$ cat src/rtl/pll_drp_reconfig_if.sv
// -----------------------------------------------------------------------------
// pll_drp_reconfig_if
//   DRP bus between the reconfiguration master and one PLL DRP port.
//   Signals:
//     daddr  7   DRP address
//     den    1   DRP enable, one-cycle pulse per transaction
//     dwe    1   DRP write enable, valid with den
//     di     16  DRP write data
//     dout   16  DRP read data (the PLL's DO pin; "do" is an SV keyword)
//     drdy   1   transaction complete, dout valid on reads
//   Modports:
//     master  drives daddr/den/dwe/di, samples dout/drdy
//     slave   the PLL (or a model of it)
// -----------------------------------------------------------------------------
interface pll_drp_reconfig_if;
   logic [6:0]  daddr;
   logic        den;
   logic        dwe;
   logic [15:0] di;
   logic [15:0] dout;
   logic        drdy;

   modport master (output daddr, den, dwe, di, input  dout, drdy);
   modport slave  (input  daddr, den, dwe, di, output dout, drdy);
endinterface

$ cat src/rtl/pll_drp_reconfig.sv
// -----------------------------------------------------------------------------
// pll_drp_reconfig
//   Run-time PLL reprogramming over DRP. On an accepted start the PLL is held
//   in reset, every entry of an external register table is read-modify-written
//   (new = (DO & mask) | (data & ~mask)), the PLL reset is released and the
//   block waits for a fresh LOCKED (one that was seen low after the reset rose).
//
//   Optional feature: define DRP_READBACK_EN to read each written register back
//   and compare it against the written word (mismatch -> err_code 3).
//
//   Ports:
//     dclk      in   clock, shared with the PLL DRP clock, rising edge
//     rst       in   synchronous active-high reset
//     start     in   one-cycle request, ignored while busy
//     busy      out  reconfiguration in progress
//     done      out  one-cycle pulse on success
//     err       out  sticky error, cleared by accepted start or rst
//     err_code  out  0 none, 1 DRDY timeout, 2 lock timeout, 3 readback mismatch
//     tbl_idx   out  current table index
//     tbl_addr  in   DRP address of entry tbl_idx (same-cycle lookup)
//     tbl_mask  in   1 = keep readback bit, 0 = take tbl_data bit
//     tbl_data  in   new bit values
//     drp       --   DRP master port (see pll_drp_reconfig_if)
//     pll_rst   out  drives the PLL RST pin
//     locked    in   PLL LOCKED
// -----------------------------------------------------------------------------
module pll_drp_reconfig #(
   parameter int NUM_ENTRIES  = 23,
   parameter int IDX_W        = 7,
   parameter int DRDY_TIMEOUT = 64,
   parameter int LOCK_TIMEOUT = 65535
) (
   input  logic               dclk,
   input  logic               rst,
   input  logic               start,
   output logic               busy,
   output logic               done,
   output logic               err,
   output logic [1:0]         err_code,
   output logic [IDX_W-1:0]   tbl_idx,
   input  logic [6:0]         tbl_addr,
   input  logic [15:0]        tbl_mask,
   input  logic [15:0]        tbl_data,
   pll_drp_reconfig_if.master drp,
   output logic               pll_rst,
   input  logic               locked
);

   // One wait counter serves both the DRDY and the lock timeout; it is sized
   // for the larger limit so it can never wrap before a timeout fires.
   localparam int CNT_MAX = (LOCK_TIMEOUT > DRDY_TIMEOUT) ? LOCK_TIMEOUT : DRDY_TIMEOUT;
   localparam int CNT_W   = $clog2(CNT_MAX + 1);

   localparam logic [CNT_W-1:0] DRDY_LIM = CNT_W'(DRDY_TIMEOUT);
   localparam logic [CNT_W-1:0] LOCK_LIM = CNT_W'(LOCK_TIMEOUT);
   localparam logic [IDX_W-1:0] LAST_IDX = IDX_W'(NUM_ENTRIES - 1);

   typedef enum logic [3:0] {
      S_IDLE,
      S_ASRT,
      S_RD_REQ,
      S_RD_WAIT,
      S_WR_REQ,
      S_WR_WAIT,
`ifdef DRP_READBACK_EN
      S_VFY_REQ,
      S_VFY_WAIT,
`endif
      S_RELEASE,
      S_WAIT_LOCK,
      S_ERROR
   } state_e;

   typedef enum logic [1:0] {
      ERR_NONE = 2'd0,
      ERR_DRDY = 2'd1,
      ERR_LOCK = 2'd2,
      ERR_VFY  = 2'd3
   } err_e;

   state_e           state_q,    state_d;
   logic [IDX_W-1:0] idx_q,      idx_d;
   logic [6:0]       daddr_q,    daddr_d;
   logic [15:0]      di_q,       di_d;
   logic [CNT_W-1:0] cnt_q,      cnt_d;
   logic             pll_rst_q,  pll_rst_d;
   logic             err_q,      err_d;
   err_e             err_code_q, err_code_d;
   logic             done_q,     done_d;
   logic             low_seen_q, low_seen_d;

   logic             entry_done;
   logic             fail;
   err_e             fail_code;
   logic [15:0]      new_word;
   logic             drdy_expired;
   logic             lock_expired;

   assign new_word     = (drp.dout & tbl_mask) | (tbl_data & ~tbl_mask);
   assign drdy_expired = (cnt_q >= DRDY_LIM);
   assign lock_expired = (cnt_q >= LOCK_LIM);

   // --------------------------------------------------------------------------
   // State register
   // --------------------------------------------------------------------------
   // NOTE: sequential state uses non-blocking assignments so every flop samples
   // the pre-edge value of every other flop, independent of process order.
   always_ff @(posedge dclk) begin
      if (rst) begin
         state_q    <= S_IDLE;
         idx_q      <= '0;
         daddr_q    <= '0;
         di_q       <= '0;
         cnt_q      <= '0;
         pll_rst_q  <= 1'b0;
         err_q      <= 1'b0;
         err_code_q <= ERR_NONE;
         done_q     <= 1'b0;
         low_seen_q <= 1'b0;
      end else begin
         state_q    <= state_d;
         idx_q      <= idx_d;
         daddr_q    <= daddr_d;
         di_q       <= di_d;
         cnt_q      <= cnt_d;
         pll_rst_q  <= pll_rst_d;
         err_q      <= err_d;
         err_code_q <= err_code_d;
         done_q     <= done_d;
         low_seen_q <= low_seen_d;
      end
   end

   // --------------------------------------------------------------------------
   // Next-state and datapath
   // --------------------------------------------------------------------------
   always_comb begin
      // NOTE: every variable gets a default before the case so no path leaves
      // it unassigned, which would otherwise infer a latch.
      state_d    = state_q;
      idx_d      = idx_q;
      daddr_d    = daddr_q;
      di_d       = di_q;
      cnt_d      = cnt_q;
      pll_rst_d  = pll_rst_q;
      err_d      = err_q;
      err_code_d = err_code_q;
      done_d     = 1'b0;
      // A stale LOCKED that never dropped must not complete the sequence, so
      // remember any low LOCKED seen since the accepted start.
      low_seen_d = low_seen_q | ~locked;
      entry_done = 1'b0;
      fail       = 1'b0;
      fail_code  = ERR_NONE;

      case (state_q)
         // ERROR reports busy=0, so a start there is accepted exactly as in IDLE.
         S_IDLE, S_ERROR: begin
            if (start) begin
               state_d    = S_ASRT;
               pll_rst_d  = 1'b1;
               idx_d      = '0;
               err_d      = 1'b0;
               err_code_d = ERR_NONE;
               low_seen_d = 1'b0;
            end else begin
               state_d = S_IDLE;
            end
         end

         S_ASRT: state_d = S_RD_REQ;

         // The DEN cycle: capture the address so it stays stable until DRDY,
         // and restart the wait counter (DRDY is not sampled here).
         S_RD_REQ: begin
            daddr_d = tbl_addr;
            cnt_d   = CNT_W'(1);
            state_d = S_RD_WAIT;
         end

         S_RD_WAIT: begin
            if (drp.drdy) begin
               di_d    = new_word;
               state_d = S_WR_REQ;
            end else if (drdy_expired) begin
               fail      = 1'b1;
               fail_code = ERR_DRDY;
            end else begin
               cnt_d = cnt_q + CNT_W'(1);
            end
         end

         S_WR_REQ: begin
            cnt_d   = CNT_W'(1);
            state_d = S_WR_WAIT;
         end

         S_WR_WAIT: begin
            if (drp.drdy) begin
`ifdef DRP_READBACK_EN
               state_d = S_VFY_REQ;
`else
               entry_done = 1'b1;
`endif
            end else if (drdy_expired) begin
               fail      = 1'b1;
               fail_code = ERR_DRDY;
            end else begin
               cnt_d = cnt_q + CNT_W'(1);
            end
         end

`ifdef DRP_READBACK_EN
         S_VFY_REQ: begin
            cnt_d   = CNT_W'(1);
            state_d = S_VFY_WAIT;
         end

         S_VFY_WAIT: begin
            if (drp.drdy) begin
               if (drp.dout != di_q) begin
                  fail      = 1'b1;
                  fail_code = ERR_VFY;
               end else begin
                  entry_done = 1'b1;
               end
            end else if (drdy_expired) begin
               fail      = 1'b1;
               fail_code = ERR_DRDY;
            end else begin
               cnt_d = cnt_q + CNT_W'(1);
            end
         end
`endif

         S_RELEASE: begin
            cnt_d   = CNT_W'(1);
            state_d = S_WAIT_LOCK;
         end

         // Completion takes priority over a timeout expiring in the same cycle.
         S_WAIT_LOCK: begin
            if (low_seen_q && locked) begin
               done_d  = 1'b1;
               state_d = S_IDLE;
            end else if (lock_expired) begin
               fail      = 1'b1;
               fail_code = ERR_LOCK;
            end else begin
               cnt_d = cnt_q + CNT_W'(1);
            end
         end

         default: state_d = S_IDLE;
      endcase

      // The NEXT step is folded into the cycle that completes an entry, so the
      // following read issues immediately and an entry costs 4 cycles (6 with
      // readback) when DRDY answers on the next cycle.
      if (entry_done) begin
         if (idx_q == LAST_IDX) begin
            pll_rst_d = 1'b0;
            state_d   = S_RELEASE;
         end else begin
            idx_d   = idx_q + IDX_W'(1);
            state_d = S_RD_REQ;
         end
      end

      // The configuration is incomplete after any failure, so the PLL is kept
      // (or put back) in reset.
      if (fail) begin
         state_d    = S_ERROR;
         err_d      = 1'b1;
         err_code_d = fail_code;
         pll_rst_d  = 1'b1;
      end
   end

   // --------------------------------------------------------------------------
   // Outputs
   // --------------------------------------------------------------------------
   always_comb begin
      drp.den = 1'b0;
      drp.dwe = 1'b0;
      case (state_q)
         S_RD_REQ:  drp.den = 1'b1;
         S_WR_REQ: begin
            drp.den = 1'b1;
            drp.dwe = 1'b1;
         end
         S_WR_WAIT: drp.dwe = 1'b1;
`ifdef DRP_READBACK_EN
         S_VFY_REQ: drp.den = 1'b1;
`endif
         default: ;
      endcase

      // The read DEN cycle presents the live lookup; afterwards the captured
      // copy holds the address through the write and verify transactions.
      drp.daddr = (state_q == S_RD_REQ) ? tbl_addr : daddr_q;
      drp.di    = di_q;

      busy      = (state_q != S_IDLE) && (state_q != S_ERROR);
      done      = done_q;
      err       = err_q;
      err_code  = err_code_q;
      tbl_idx   = idx_q;
      pll_rst   = pll_rst_q;
   end

endmodule

$ cat src/flat_wrapper.sv
// flat-port wrapper written by rule: the top's interface ports become plain ports
module pll_drp_reconfig_flat 
#(
   parameter int NUM_ENTRIES  = 23,
   parameter int IDX_W        = 7,
   parameter int DRDY_TIMEOUT = 64,
   parameter int LOCK_TIMEOUT = 65535
)
  (dclk, rst, start, busy, done, err, err_code, tbl_idx, tbl_addr, tbl_mask, tbl_data, pll_rst, locked, drp_daddr, drp_den, drp_dwe, drp_di, drp_dout, drp_drdy);
  pll_drp_reconfig_if drp_i ();
  input  logic dclk;
  input  logic rst;
  input  logic start;
  output logic busy;
  output logic done;
  output logic err;
  output logic [1:0] err_code;
  output logic [IDX_W-1:0] tbl_idx;
  input  logic [6:0] tbl_addr;
  input  logic [15:0] tbl_mask;
  input  logic [15:0] tbl_data;
  output logic pll_rst;
  input  logic locked;
  output wire logic [$bits(drp_i.daddr)-1:0] drp_daddr;
  output wire logic [$bits(drp_i.den)-1:0] drp_den;
  output wire logic [$bits(drp_i.dwe)-1:0] drp_dwe;
  output wire logic [$bits(drp_i.di)-1:0] drp_di;
  input wire logic [$bits(drp_i.dout)-1:0] drp_dout;
  input wire logic [$bits(drp_i.drdy)-1:0] drp_drdy;
  assign drp_daddr = drp_i.daddr;
  assign drp_den = drp_i.den;
  assign drp_dwe = drp_i.dwe;
  assign drp_di = drp_i.di;
  assign drp_i.dout = drp_dout;
  assign drp_i.drdy = drp_drdy;
  pll_drp_reconfig #(.NUM_ENTRIES(NUM_ENTRIES), .IDX_W(IDX_W), .DRDY_TIMEOUT(DRDY_TIMEOUT), .LOCK_TIMEOUT(LOCK_TIMEOUT)) u_core (.dclk(dclk), .rst(rst), .start(start), .busy(busy), .done(done), .err(err), .err_code(err_code), .tbl_idx(tbl_idx), .tbl_addr(tbl_addr), .tbl_mask(tbl_mask), .tbl_data(tbl_data), .drp(drp_i), .pll_rst(pll_rst), .locked(locked));
endmodule
$ cat config.mk
export PLATFORM = sky130hd
export DESIGN_NAME = pll_drp_reconfig_flat
export DESIGN_NICKNAME = d
export VERILOG_FILES = /design/src/rtl/pll_drp_reconfig_if.sv /design/src/rtl/pll_drp_reconfig.sv /design/src/flat_wrapper.sv
export SDC_FILE = /design/constraint.sdc
export NUM_CORES = 1
export LEC_CHECK = 0
export ABC_AREA = 1
export ABC_CLOCK_PERIOD_IN_PS = 1900
export BUFFER_PORTS_ARGS = -buffer_cell sky130_fd_sc_hd__buf_2
export CORE_MARGIN = 2
export CORE_UTILIZATION = 50
export CTS_BUF_LIST = sky130_fd_sc_hd__clkbuf_4
export DETAILED_ROUTE_END_ITERATION = 10
export PLACE_DENSITY_LB_ADDON = 0.1
export REMOVE_ABC_BUFFERS = 1
export SYNTH_ARGS = -nofsm -noshare
export SYNTH_HDL_FRONTEND = slang
export SYNTH_SLANG_ARGS = --single-unit
$ cat constraint.sdc
create_clock -name dclk -period 1.9 [get_ports dclk]
set_input_delay 0.095 -clock dclk [delete_from_list [all_inputs] [get_ports dclk]]
set_output_delay 0.095 -clock dclk [all_outputs]
set_load 0.05 [all_outputs]
==> run metrics <==
status finished clean; LEAKAGE 1.83 nW; worst skew pair latency 380 ps; Core Util, Final 0.657; vias 3,276; dpl ws 166 ps; CP Buf/Inv Count 3; # IOs 98; Slew Viols, Final 0; Tmin final 1790 ps; Final Cell Area 3870 um^2; Crit path max-delay family simple AND/OR/NAND/NOR gates; Setup crit end kind output port; die height roughly 80 um; vias per inst around 5; Sink Count 56; max-cap violation count 0; async set-reset flop share out of synthesis 0; Net Sw Frac 0.428; WL met3 465 um; Final Hold Viols 0; worst-margin pin slew 386 ps; DIE WIDTH 82.0 um; post-synthesis mux area share 0; Placed Area 3660 um^2; PD cells 849 nW/um^2; Post-Synth XOR/XNOR Area 0.0144; post-synthesis compound-gate area fraction 0.158; highest metal layer with signal wires met4; CTS tree done; Max stage delay on crit path 420 ps; die area around 6700 um^2; Post-DRT Antenna Nets 0; Ant. Diodes 0; largest family of logic cells by synthesized area simple AND/OR/NAND/NOR gates; met2 WL 3.44 mm; vias in the first global route 2,943; worst setup margin 113 ps; CTS buffer count 5; total grt overflow 0; Tcrit/Tclk final 0.940; Seq/Total Area, Yosys 0.368; sequential fraction of design power 0.407; Req. time, crit path around 1800 ps; Core ar. approximately 5900 um^2; largest net degree at the start of global routing 33; Worst setup SP type flip-flop; # fillers about 530; # DRC 0; layout cells sized above 1 0.251; yosys warns 0; Starting Density 0.517; max_slew headroom 0.742; Psw 0.00140 W; Adder-Cell Fraction of Synth Area 0.0164; DR WL/cell 11.5 um; Final nets 641; Critical Path, Cell by Cell nor2_2 > nand2_2 > inv_2 > or2_2 > o21ai_2 > inv_1 > buf_4; first-pass GRT wire length around 13 mm; Final setup viols 0; cell internal pwr 0.00188 W; CP Class flip-flop to output port; total power 0.00328 W; Max VDD drop 992 uV; GRT Overall Usage 0.236; clock skew 19.0 ps; Hold Crit Class primary input to flip-flop; Starting DRT DRC Count 208; FP Rows 28; Routability Congestion 0.899; CP max stage cell dfxtp_1; maximum root-to-sink buffer count 2; EDFF count, synth 0; total iterations of the first detailed-routing run 5; Yosys reg bits 56; CP max FO 7; total routed wirelength 7.53 mm; WL met1 3.52 mm; FMAX 0.560 GHz; Post-Syn Area 3040 um^2; hpwl dp 5.69 mm; combinational share of power 0.431; Clk pin slew, worst setup/hold paths approximately 170 ps; antenna violations before repair 0; Simple-Gate Fraction of Synth Area 0.330; Syn Inst Count 463; Yosys cell types 29; clock share of power 0.162; Synth Flop Type dfxtp_1; WP data arrival 1690 ps; mean post-synth cell area 6.57 um^2; area delta synth->final 27.0%; TNS Setup 0 ps; port bufs 97; clock tree root buffer cell clkbuf_4; htree depth 2
[synth_stat cells (4+ instances only)]
cell	number	area (um^2)
nand2_1	95	357
nor2_1	76	285
inv_1	75	282
dfxtp_1	56	1120
nand3_1	34	170
a211oi_1	33	248
a21oi_1	23	115
o21ai_0	15	75.1
clkbuf_1	8	30.0
nor3_1	7	35.0
or2_2	7	43.8
nand4_1	5	31.3
ha_1	4	50.1
[metrics by stage]
stage	hold WS [ps]	cells
CTS	11.1	652
detailed placement	324	636
global placement	320	636
finish	26.3	653
global route	15.4	653
floorplan	164	451
[cell families after synthesis]
| family | after synthesis |
|---|---|
| and+or+nand+nor | 235 |
| buffers and inverters | 87 |
| AOI/OAI and AO/OA | 76 |
| DFF | 56 |
| xor gates and xnor gates | 5 |
| adders and majority gates | 4 |
[state kept, by name, summed over array words and instances, names as in the netlist]
signal and count:
u_core.err_code 2, u_core.low_seen_q 1, u_core.tbl_idx 7, u_core.pll_rst 1, u_core.err 1, u_core.state_q 4
u_core.done 1, u_core.cnt_q 16, u_core.daddr_q 7, u_core.drp.di 16
[power by group through the flow]
| stage | Clock [W] | Sequential (W) | Combinational, W |
|---|---|---|---|
| finish | 0.000533 | 0.00133 | 0.00141 |
| global route | 0.000595 | 0.00135 | 0.00154 |
| CTS | 0.000563 | 0.00133 | 0.00133 |
| detailed placement | 0 | 0.00135 | 0.00127 |
| global placement | 0 | 0.00135 | 0.00126 |
| floorplan | 0 | 0.00144 | 0.000802 |
[cell type report]
type / count / area [um^2] / area share
sequential: 56 / 1130 / 0.292
multi-input combinational: 320 / 1610 / 0.416
clock buffer: 5 / 37.5 / 0.00971
tap: 75 / 93.8 / 0.0243
clock inverter: 3 / 21.3 / 0.00550
inverter: 75 / 282 / 0.0728
timing repair buffer: 119 / 696 / 0.180
[worst register-to-register path, cell delays in order (launching register included)]
cell,delay [ps]
dfxtp_2,390
ha_1,170
nand2_1,80
nor2_2,170
nand2_2,90
nor2_2,100
nand2_1,70
nand2_2,90
nand2_4,110
buf_4,200
nand3_1,90
a21oi_1,60
[cell usage in the layout (no fill, tap or decap)]
cell type	Yosys	routed
or2_2	7	7
nor3_1	7	7
clkinv_2	0	1
o31ai_1	1	1
or2_1	1	1
buf_4	1	19
o21ai_0	15	8
a31oi_1	1	1
inv_6	0	1
and3_1	1	1
nand2_2	2	3
dfxtp_1	56	53
o22ai_1	1	1
nor2_1	76	73
nand3_1	34	34
nand2_1	95	94
a21oi_1	23	23
nor2_2	3	6
inv_2	0	1
xor2_1	3	3
a22oi_1	1	1
xnor2_1	2	2
dlygate4sd3_1	0	8
nand2_8	0	1
clkinvlp_4	0	1
a21oi_4	1	1
ha_1	4	4
dfxtp_2	0	2
a211oi_1	33	33
o21ai_2	0	3
nand2_4	2	1
buf_2	2	90
o21ai_1	0	4
nor3b_1	2	2
dfxtp_4	0	1
clkbuf_4	0	5
buf_6	0	2
nand4_1	5	5
inv_1	75	74
[per-layer routing]
metal	GRT usage	vias up
met5	0	-
li1	-	1713
met4	0.0717	0
met2	0.389	106
met1	0.311	1444
met3	0.0462	13
[final timing paths]
check | from | endpoint | slack [ps] | cells after the start
worst min-delay path | drp_dout[10] | u_core.drp.di[10]$_SDFFE_PP0P_ | 30 | 3
worst min register to register | u_core.drp.di[0]$_SDFFE_PP0P_ | u_core.drp.di[0]$_SDFFE_PP0P_ | 470 | 2
worst max-delay path | u_core.state_q[3]$_SDFFE_PP0P_ | drp_daddr[5] | 110 | 7
worst max register to register | u_core.cnt_q[0]$_SDFFE_PP0P_ | u_core.cnt_q[15]$_SDFFE_PP0P_ | 190 | 11
[timing repair]
action / CTS / global route
resized for setup: 10 / 19
gates cloned: 0 / 0
buffers inserted: 0 / 1
hold buffers: 8 / 0
setup endpoints to repair: 7 / 29
hold endpoints to repair: 8 / 0
Note: power is estimated with default switching activity, not from simulation.
